--- config.mk ---
export PLATFORM = sky130hd
export DESIGN_NAME = bram_burst_reader
export DESIGN_NICKNAME = d
export VERILOG_FILES = /design/src/rtl/bram_burst_reader.sv
export SDC_FILE = /design/constraint.sdc
export NUM_CORES = 1
export LEC_CHECK = 0
export CORE_MARGIN = 4
export CORE_UTILIZATION = 50
export DETAILED_ROUTE_END_ITERATION = 10
export PLACE_DENSITY = 0.85
export SYNTH_ARGS = -nofsm -noshare
export SYNTH_HDL_FRONTEND = slang
export SYNTH_SLANG_ARGS = --single-unit
export TNS_END_PERCENT = 5
--- constraint.sdc ---
create_clock -name clk -period 6.3 [get_ports clk]
set_input_delay 1.26 -clock clk [delete_from_list [all_inputs] [get_ports clk]]
set_output_delay 1.26 -clock clk [all_outputs]
set_load 0.02 [all_outputs]
--- src/rtl/bram_burst_reader.sv ---
// Burst read controller for a 1-cycle-latency BRAM port with a 2-entry valid/ready output buffer.
// Optional same-cycle write forwarding is enabled by defining BRAM_READ_BYPASS_EN.
module bram_burst_reader #(
  parameter int SIZE       = 512,
  parameter int ADDR_WIDTH = 9,
  parameter int DATA_WIDTH = 32,
  parameter int LEN_WIDTH  = 10
) (
  input  logic                  clk,
  input  logic                  reset_n,
  input  logic                  cmd_valid,
  output logic                  cmd_ready,
  input  logic [ADDR_WIDTH-1:0] cmd_addr,
  input  logic [LEN_WIDTH-1:0]  cmd_len,
  output logic                  enb,
  output logic [ADDR_WIDTH-1:0] addrb,
  input  logic [DATA_WIDTH-1:0] dob,
  output logic                  rsp_valid,
  input  logic                  rsp_ready,
  output logic [DATA_WIDTH-1:0] rsp_data,
  output logic                  rsp_last,
  output logic                  busy,
  input  logic                  wr_en,
  input  logic [ADDR_WIDTH-1:0] wr_addr,
  input  logic [DATA_WIDTH-1:0] wr_data
);

  typedef enum logic [1:0] {IDLE, READ, DRAIN} state_t;

  // Reset asserts asynchronously but is released in step with clk.
  logic [1:0] rst_sync_q, rst_sync_d;
  logic       rst_n_int;

  assign rst_sync_d = {rst_sync_q[0], 1'b1};
  assign rst_n_int  = rst_sync_q[1];

  always_ff @(posedge clk or negedge reset_n) begin
    if (!reset_n) rst_sync_q <= '0;
    else          rst_sync_q <= rst_sync_d;
  end

  state_t                state_q, state_d;
  logic [ADDR_WIDTH-1:0] addr_q, addr_d, addr_next;
  logic [LEN_WIDTH-1:0]  remain_q, remain_d;
  logic                  inflight_q, inflight_d;
  logic                  inflight_last_q, inflight_last_d;
  logic [DATA_WIDTH-1:0] fifo_dat_q [2];
  logic [DATA_WIDTH-1:0] fifo_dat_d [2];
  logic [1:0]            fifo_last_q, fifo_last_d;
  logic                  wr_ptr_q, wr_ptr_d;
  logic                  rd_ptr_q, rd_ptr_d;
  logic [1:0]            count_q, count_d;

  logic                  pop, push, issue;
  logic [2:0]            occ;
  logic [DATA_WIDTH-1:0] push_data;

  assign rsp_valid = (count_q != 2'd0);
  assign rsp_data  = fifo_dat_q[rd_ptr_q];
  assign rsp_last  = fifo_last_q[rd_ptr_q];
  assign pop       = rsp_valid && rsp_ready;
  assign push      = inflight_q;

  // Occupancy counts the word already in the BRAM pipe so the buffer can never overflow.
  assign occ       = 3'(count_q) + 3'(inflight_q) - 3'(pop);
  assign issue     = (state_q == READ) && (occ < 3'd2);

  assign enb       = issue;
  assign addrb     = addr_q;
  assign cmd_ready = (state_q == IDLE);
  assign busy      = (state_q != IDLE);
  assign addr_next = (addr_q == ADDR_WIDTH'(SIZE - 1)) ? '0 : addr_q + ADDR_WIDTH'(1);

`ifdef BRAM_READ_BYPASS_EN
  logic                  byp_vld_q, byp_vld_d;
  logic [DATA_WIDTH-1:0] byp_dat_q, byp_dat_d;

  always_comb begin
    byp_vld_d = issue && wr_en && (wr_addr == addr_q);
    byp_dat_d = byp_vld_d ? wr_data : byp_dat_q;
  end

  always_ff @(posedge clk or negedge rst_n_int) begin
    if (!rst_n_int) begin
      byp_vld_q <= 1'b0;
      byp_dat_q <= '0;
    end else begin
      byp_vld_q <= byp_vld_d;
      byp_dat_q <= byp_dat_d;
    end
  end

  assign push_data = byp_vld_q ? byp_dat_q : dob;
`else
  logic unused_wr;
  assign unused_wr = ^{wr_en, wr_addr, wr_data};
  assign push_data = dob;
`endif

  always_comb begin
    state_d  = state_q;
    addr_d   = addr_q;
    remain_d = remain_q;
    case (state_q)
      IDLE: begin
        if (cmd_valid) begin
          addr_d   = cmd_addr;
          remain_d = cmd_len;
          state_d  = READ;
        end
      end
      READ: begin
        if (issue) begin
          addr_d = addr_next;
          if (remain_q == '0) state_d = DRAIN;
          else                remain_d = remain_q - LEN_WIDTH'(1);
        end
      end
      DRAIN: begin
        if (pop && rsp_last) state_d = IDLE;
      end
      default: state_d = IDLE;
    endcase
  end

  always_comb begin
    inflight_d      = issue;
    inflight_last_d = issue && (remain_q == '0);
    fifo_dat_d      = fifo_dat_q;
    fifo_last_d     = fifo_last_q;
    wr_ptr_d        = wr_ptr_q;
    rd_ptr_d        = rd_ptr_q;
    if (push) begin
      fifo_dat_d[wr_ptr_q]  = push_data;
      fifo_last_d[wr_ptr_q] = inflight_last_q;
      wr_ptr_d              = ~wr_ptr_q;
    end
    if (pop) rd_ptr_d = ~rd_ptr_q;
    count_d = count_q + 2'(push) - 2'(pop);
  end

  always_ff @(posedge clk or negedge rst_n_int) begin
    if (!rst_n_int) begin
      state_q         <= IDLE;
      addr_q          <= '0;
      remain_q        <= '0;
      inflight_q      <= 1'b0;
      inflight_last_q <= 1'b0;
      fifo_dat_q[0]   <= '0;
      fifo_dat_q[1]   <= '0;
      fifo_last_q     <= '0;
      wr_ptr_q        <= 1'b0;
      rd_ptr_q        <= 1'b0;
      count_q         <= '0;
    end else begin
      state_q         <= state_d;
      addr_q          <= addr_d;
      remain_q        <= remain_d;
      inflight_q      <= inflight_d;
      inflight_last_q <= inflight_last_d;
      fifo_dat_q      <= fifo_dat_d;
      fifo_last_q     <= fifo_last_d;
      wr_ptr_q        <= wr_ptr_d;
      rd_ptr_q        <= rd_ptr_d;
      count_q         <= count_d;
    end
  end

endmodule

Yosys cells after proc, flatten, opt, wreduce, memory -nomap -nowiden
Index checks and enable logic that the tools add are counted.

Output and inout bits: 46. Input port bits: 97. Flip-flop bits (word level): 95.

Muxes and demuxes: 24. Add/sub/neg operators: 6. Equality and inequality tests: 8. Reductions and logical operators: 14. Bitwise operators: 4. $lt $le $gt $ge: 7.

Operator list (count): 32-bit 2-to-1 mux (4); 64-bit bitwise mux (1); 32-bit demux with 1-bit select (1); 10-bit 2-to-1 mux (3); 9-bit 2-to-1 mux (3); 10-bit one-hot mux with 2 select lines (1); 9-bit one-hot mux with 2 select lines (1); 10-bit zero test (1); 10-bit by 1-bit subtractor with 10-bit output, second input constant (1); 9-bit by 1-bit adder with 9-bit output, second input constant (1); 9-bit == test, second input constant (1); 2-bit 2-to-1 mux (4); 2-bit inequality test, second input constant (4); 4-bit AND reduction (2); 1-bit logical AND (6); 2-bit one-hot mux with 3 select lines (1); 2-bit nonzero test (3); 2-bit greater-or-equal comparator, second input constant (2); 1-bit by 2-bit less-than comparator with 1-bit output, second input constant (2); 1-bit inverter with 2-bit output (2); 2-bit by 1-bit adder with 3-bit output (1); 3-bit by 2-bit less-than comparator with 1-bit output, second input constant (1); 1-bit 2-to-1 mux (3); 3-bit AND reduction (1); other kinds (12) (13).

Depth between registers and ports, before layout
Depth after elaboration: 7. Mapped depth: 10. Gate-level depth less buffers: 9.

Worst setup path after synthesis
No wires, ideal clock.

Path kind: input to output. Start: input port rsp_ready. End: output port enb. Path slack: 2.109 ns. Required time: 5.040 ns. Stages: 6. Arrival: 2.931 ns. Cells stage by stage: o21a_1 -> ha_1 -> inv_1 -> ha_1 -> fa_1 -> nor3_1.

Word-level cells in the longest chain between the ends: 4.

RTL lines: start, declared (RTL line 19) `input logic rsp_ready,`; 1-bit logical AND (RTL line 61) `assign pop = rsp_valid && rsp_ready;`; 3-bit by 1-bit subtractor with 3-bit output (RTL line 65) `assign occ = 3'(count_q) + 3'(inflight_q) - 3'(pop);`; 3-bit by 2-bit less-than comparator with 1-bit output (RTL line 66) `assign issue = (state_q == READ) && (occ < 3'd2);`; 1-bit logical AND (RTL line 66); end, declared (RTL line 15) `output logic enb,`.

No other way between the ends.

Final worst setup path
Start: input port rsp_ready. End: output port enb.

Word-level cells in the longest chain between the ends: 4.

RTL lines: 1-bit logical AND (RTL line 61); net pop (RTL line 54) `logic pop, push, issue;`; 3-bit by 1-bit subtractor with 3-bit output (RTL line 65); 3-bit by 2-bit less-than comparator with 1-bit output (RTL line 66); 1-bit logical AND (RTL line 66).

The timed path passes the listed nets, and every way through them passes these cells.

==> flow_metrics.tcl <==
set metrics [dict create \
    synth_edf_count 0 \
    critPathCaptureType "primary output" \
    rows 34 \
    vias 3142 \
    grt_pass1_wl_mm 15.53 \
    syn_nets 464 \
    fin_skew_ps 5.922 \
    grtUsageTotal_pct 18.60 \
    wl_met1_mm 4.085 \
    clock.fmax_ghz 0.1890 \
    grt_max_degree 92 \
    critPathLaunch "rsp_ready" \
    placedCellCount 549 \
    diodes 0 \
    grt_pass1_vias 3321 \
    routed-wl-met2_mm 4.688 \
    synth_cells 360 \
    totalWireLength_mm 9.455 \
    ctsRootBufferMaster "clkbuf_8" \
    wl_per_cell_um 16.76 \
    cp_slowest_cell "clkdlybuf4s50_1" \
    gp_congestion 0.8714 \
    r2r_end "remain_q[0]$_DFFE_PN0P_" \
    cts_tree "yes" \
    setup_ws_ps 1009 \
    instances_no_fill 564 \
    drc 0 \
    viasPerCell 5.571 \
    critical_path_buf_inv_count 3 \
    antenna_found_initial 0 \
    io_buffer_count 100 \
    layout-drive-gt1-share_pct 27.63 \
    grt_remaining_overflow 0 \
    cp_top_family "buffers and inverters" \
    max_stage_delay_ps 690 \
    cts.clk_slew.worst_paths_ps 90 \
    endpoint "enb" \
    first_pass_iters 4 \
    crit_cells 8 \
    cp_max_fo 5 \
    fillers 680 \
    report.final.slew_viol_count 0 \
    path_cells "clkdlybuf4s50_1, o21a_1, ha_1, inv_1, ha_1, fa_1, nor3_1, clkdlybuf4s50_1" \
    cts_resized 0 \
    power_density_mw_per_mm2 566.7 \
    avgSynthCellArea_um2 12.48 \
    ys_warn_count 0 \
    cts_sinks 95 \
    hold_path.class "reg2async" \
    vdd_ir_drop_max_v 0.0002444 \
    dieArea_mm2 0.01057 \
    clockBufferDepth 2 \
    cts_inserted_buffers 9 \
    max-cap-violations 0 \
    rrSetupSlack_ps 3390 \
    top_layer "met4" \
    dp_hpwl_mm 6.683 \
    r2r_cells 9 \
    power_leakage_nw 2.412 \
    rsz0062_at_grt "no" \
    hold_buffers 0 \
    tns_ps 0 \
    layout_common_cells "clkdlybuf4s50_1 (100), mux2_2 (99), dfrtp_1 (94), nand2_1 (14), o21ai_0 (14)" \
    p_total_mw 3.291 \
    final_common_cell "clkdlybuf4s50_1" \
    hold_viol_final 0 \
    critical_path_class "in2out" \
    outcome "complete, no violations" \
    syn2layout_area_growth_pct 29.23 \
    wl_met3_um 626 \
    required_ps 5040 \
    post_cts_buffers 0 \
    synthArstFlopShare_pct 100.0 \
    worst_slew_pin_slew_ps 1104 \
    drtAntennaViolNets 0 \
    io_pins 143 \
    synth-seq-cells 95 \
    synth.distinct_cells 48 \
    slew_headroom_pct 26.40 \
    yosysSeqAreaShare_pct 52.90 \
    r2r_start "count_q[1]$_DFF_PN0_" \
    nets 556 \
    clk_latency_ps 340 \
    dp_slack_ps 1065 \
    post-route-period-util_pct 83.99 \
    floorplan.initialDensity_pct 51.54 \
    holdWs_ps 88.75 \
    min_period_ps 5291 \
    start_kind "input pin" \
    htree_levels 3 \
    netlist_area_mm2 0.004494 \
    core_area_mm2 0.008721 \
    fp.dieW_um 102.8 \
    first_iter_violations 87 \
    synth_ff_type "dfrtp_1" \
    arrival_ps 4030 \
    setup_viol 0 \
    die_h_um 102.8 \
]
## power by group
part | switching (mW) | internal (mW) | leakage (nW) | total, mW
Combinational | 0.819 | 0.907 | 1.17 | 1.73
Sequential | 0.194 | 0.903 | 1.13 | 1.10
Clock | 0.204 | 0.263 | 0.113 | 0.468
Total | 1.22 | 2.07 | 2.41 | 3.29
## sequential cells by signal, summed over array words and instances, names as in the netlist
name,count
fifo_dat_q,64
remain_q,10
addrb,9
count_q,2
fifo_last_q,2
rst_sync_q,2
state_q,2
inflight_last_q,1
inflight_q,1
rd_ptr_q,1
wr_ptr_q,1
## worst min path at each step
stage                             from                         end  slack (ps)  depth (start not counted)
2_1_floorplan  rst_sync_q[0]$_DFF_PN0_     rst_sync_q[1]$_DFF_PN0_         330                          0
3_3_place_gp   rst_sync_q[1]$_DFF_PN0_  fifo_dat_q[59]$_DFFE_PN0P_          80                          0
3_5_place_dp   rst_sync_q[1]$_DFF_PN0_  fifo_dat_q[27]$_DFFE_PN0P_          90                          0
4_1_cts        rst_sync_q[1]$_DFF_PN0_  fifo_dat_q[59]$_DFFE_PN0P_          90                          0
5_1_grt        rst_sync_q[1]$_DFF_PN0_  fifo_dat_q[59]$_DFFE_PN0P_         100                          0
6_report       rst_sync_q[1]$_DFF_PN0_  fifo_dat_q[27]$_DFFE_PN0P_          90                          0
## stage by stage
stage                     utilization (%)  area [µm²]
after floorplan                         -        4494
after global placement              63.92        5574
after detailed placement            63.92        5574
after CTS                           66.60        5808
after global routing                66.60        5808
final                               66.60        5808
## layout make-up
type                       count  area, µm²  area share (%)
clock buffer                  10      127.6           2.197
multi-input combinational    229       1978           34.06
timing repair buffer         104       1031           17.75
tap                          108      135.1           2.327
inverter                      13      48.80          0.8402
sequential                    95       2381           41.00
clock inverter                 5      106.4           1.831
## per-layer routing
metal | up-vias | track usage, %
li1 | 1486 | -
met1 | 1555 | 24.05
met2 | 96 | 31.98
met3 | 5 | 5.210
met4 | 0 | 2.988
met5 | - | 0
## kinds of logic (layout without fill, tap and decap cells)
kind of cell             Yosys count  count (layout)  share of synthesized area [%]
AO/OA/AOI/OAI                     57              57                          8.519
XOR/XNOR                           3               3                         0.5847
adder cells (fa/ha/maj)            7               7                          2.116
buffers and inverters             36             132                          3.257
flip-flops                        95              95                          52.90
multiplexers                     100             100                          25.03
other                              1               1                        0.08344
AND/OR/NAND/NOR                   61              61                          7.517
## cell usage after synthesis (7+ instances only)
cell type / count / area, µm²
nand2_1: 14 / 52.55
dfrtp_1: 95 / 2377
a21oi_1: 11 / 55.05
buf_1: 7 / 26.28
a31oi_1: 7 / 43.79
o21ai_0: 14 / 70.07
clkbuf_1: 12 / 45.04
inv_1: 13 / 48.80
mux2_2: 99 / 1115
nor2_1: 9 / 33.78
Power figures use the tool's default switching activity.
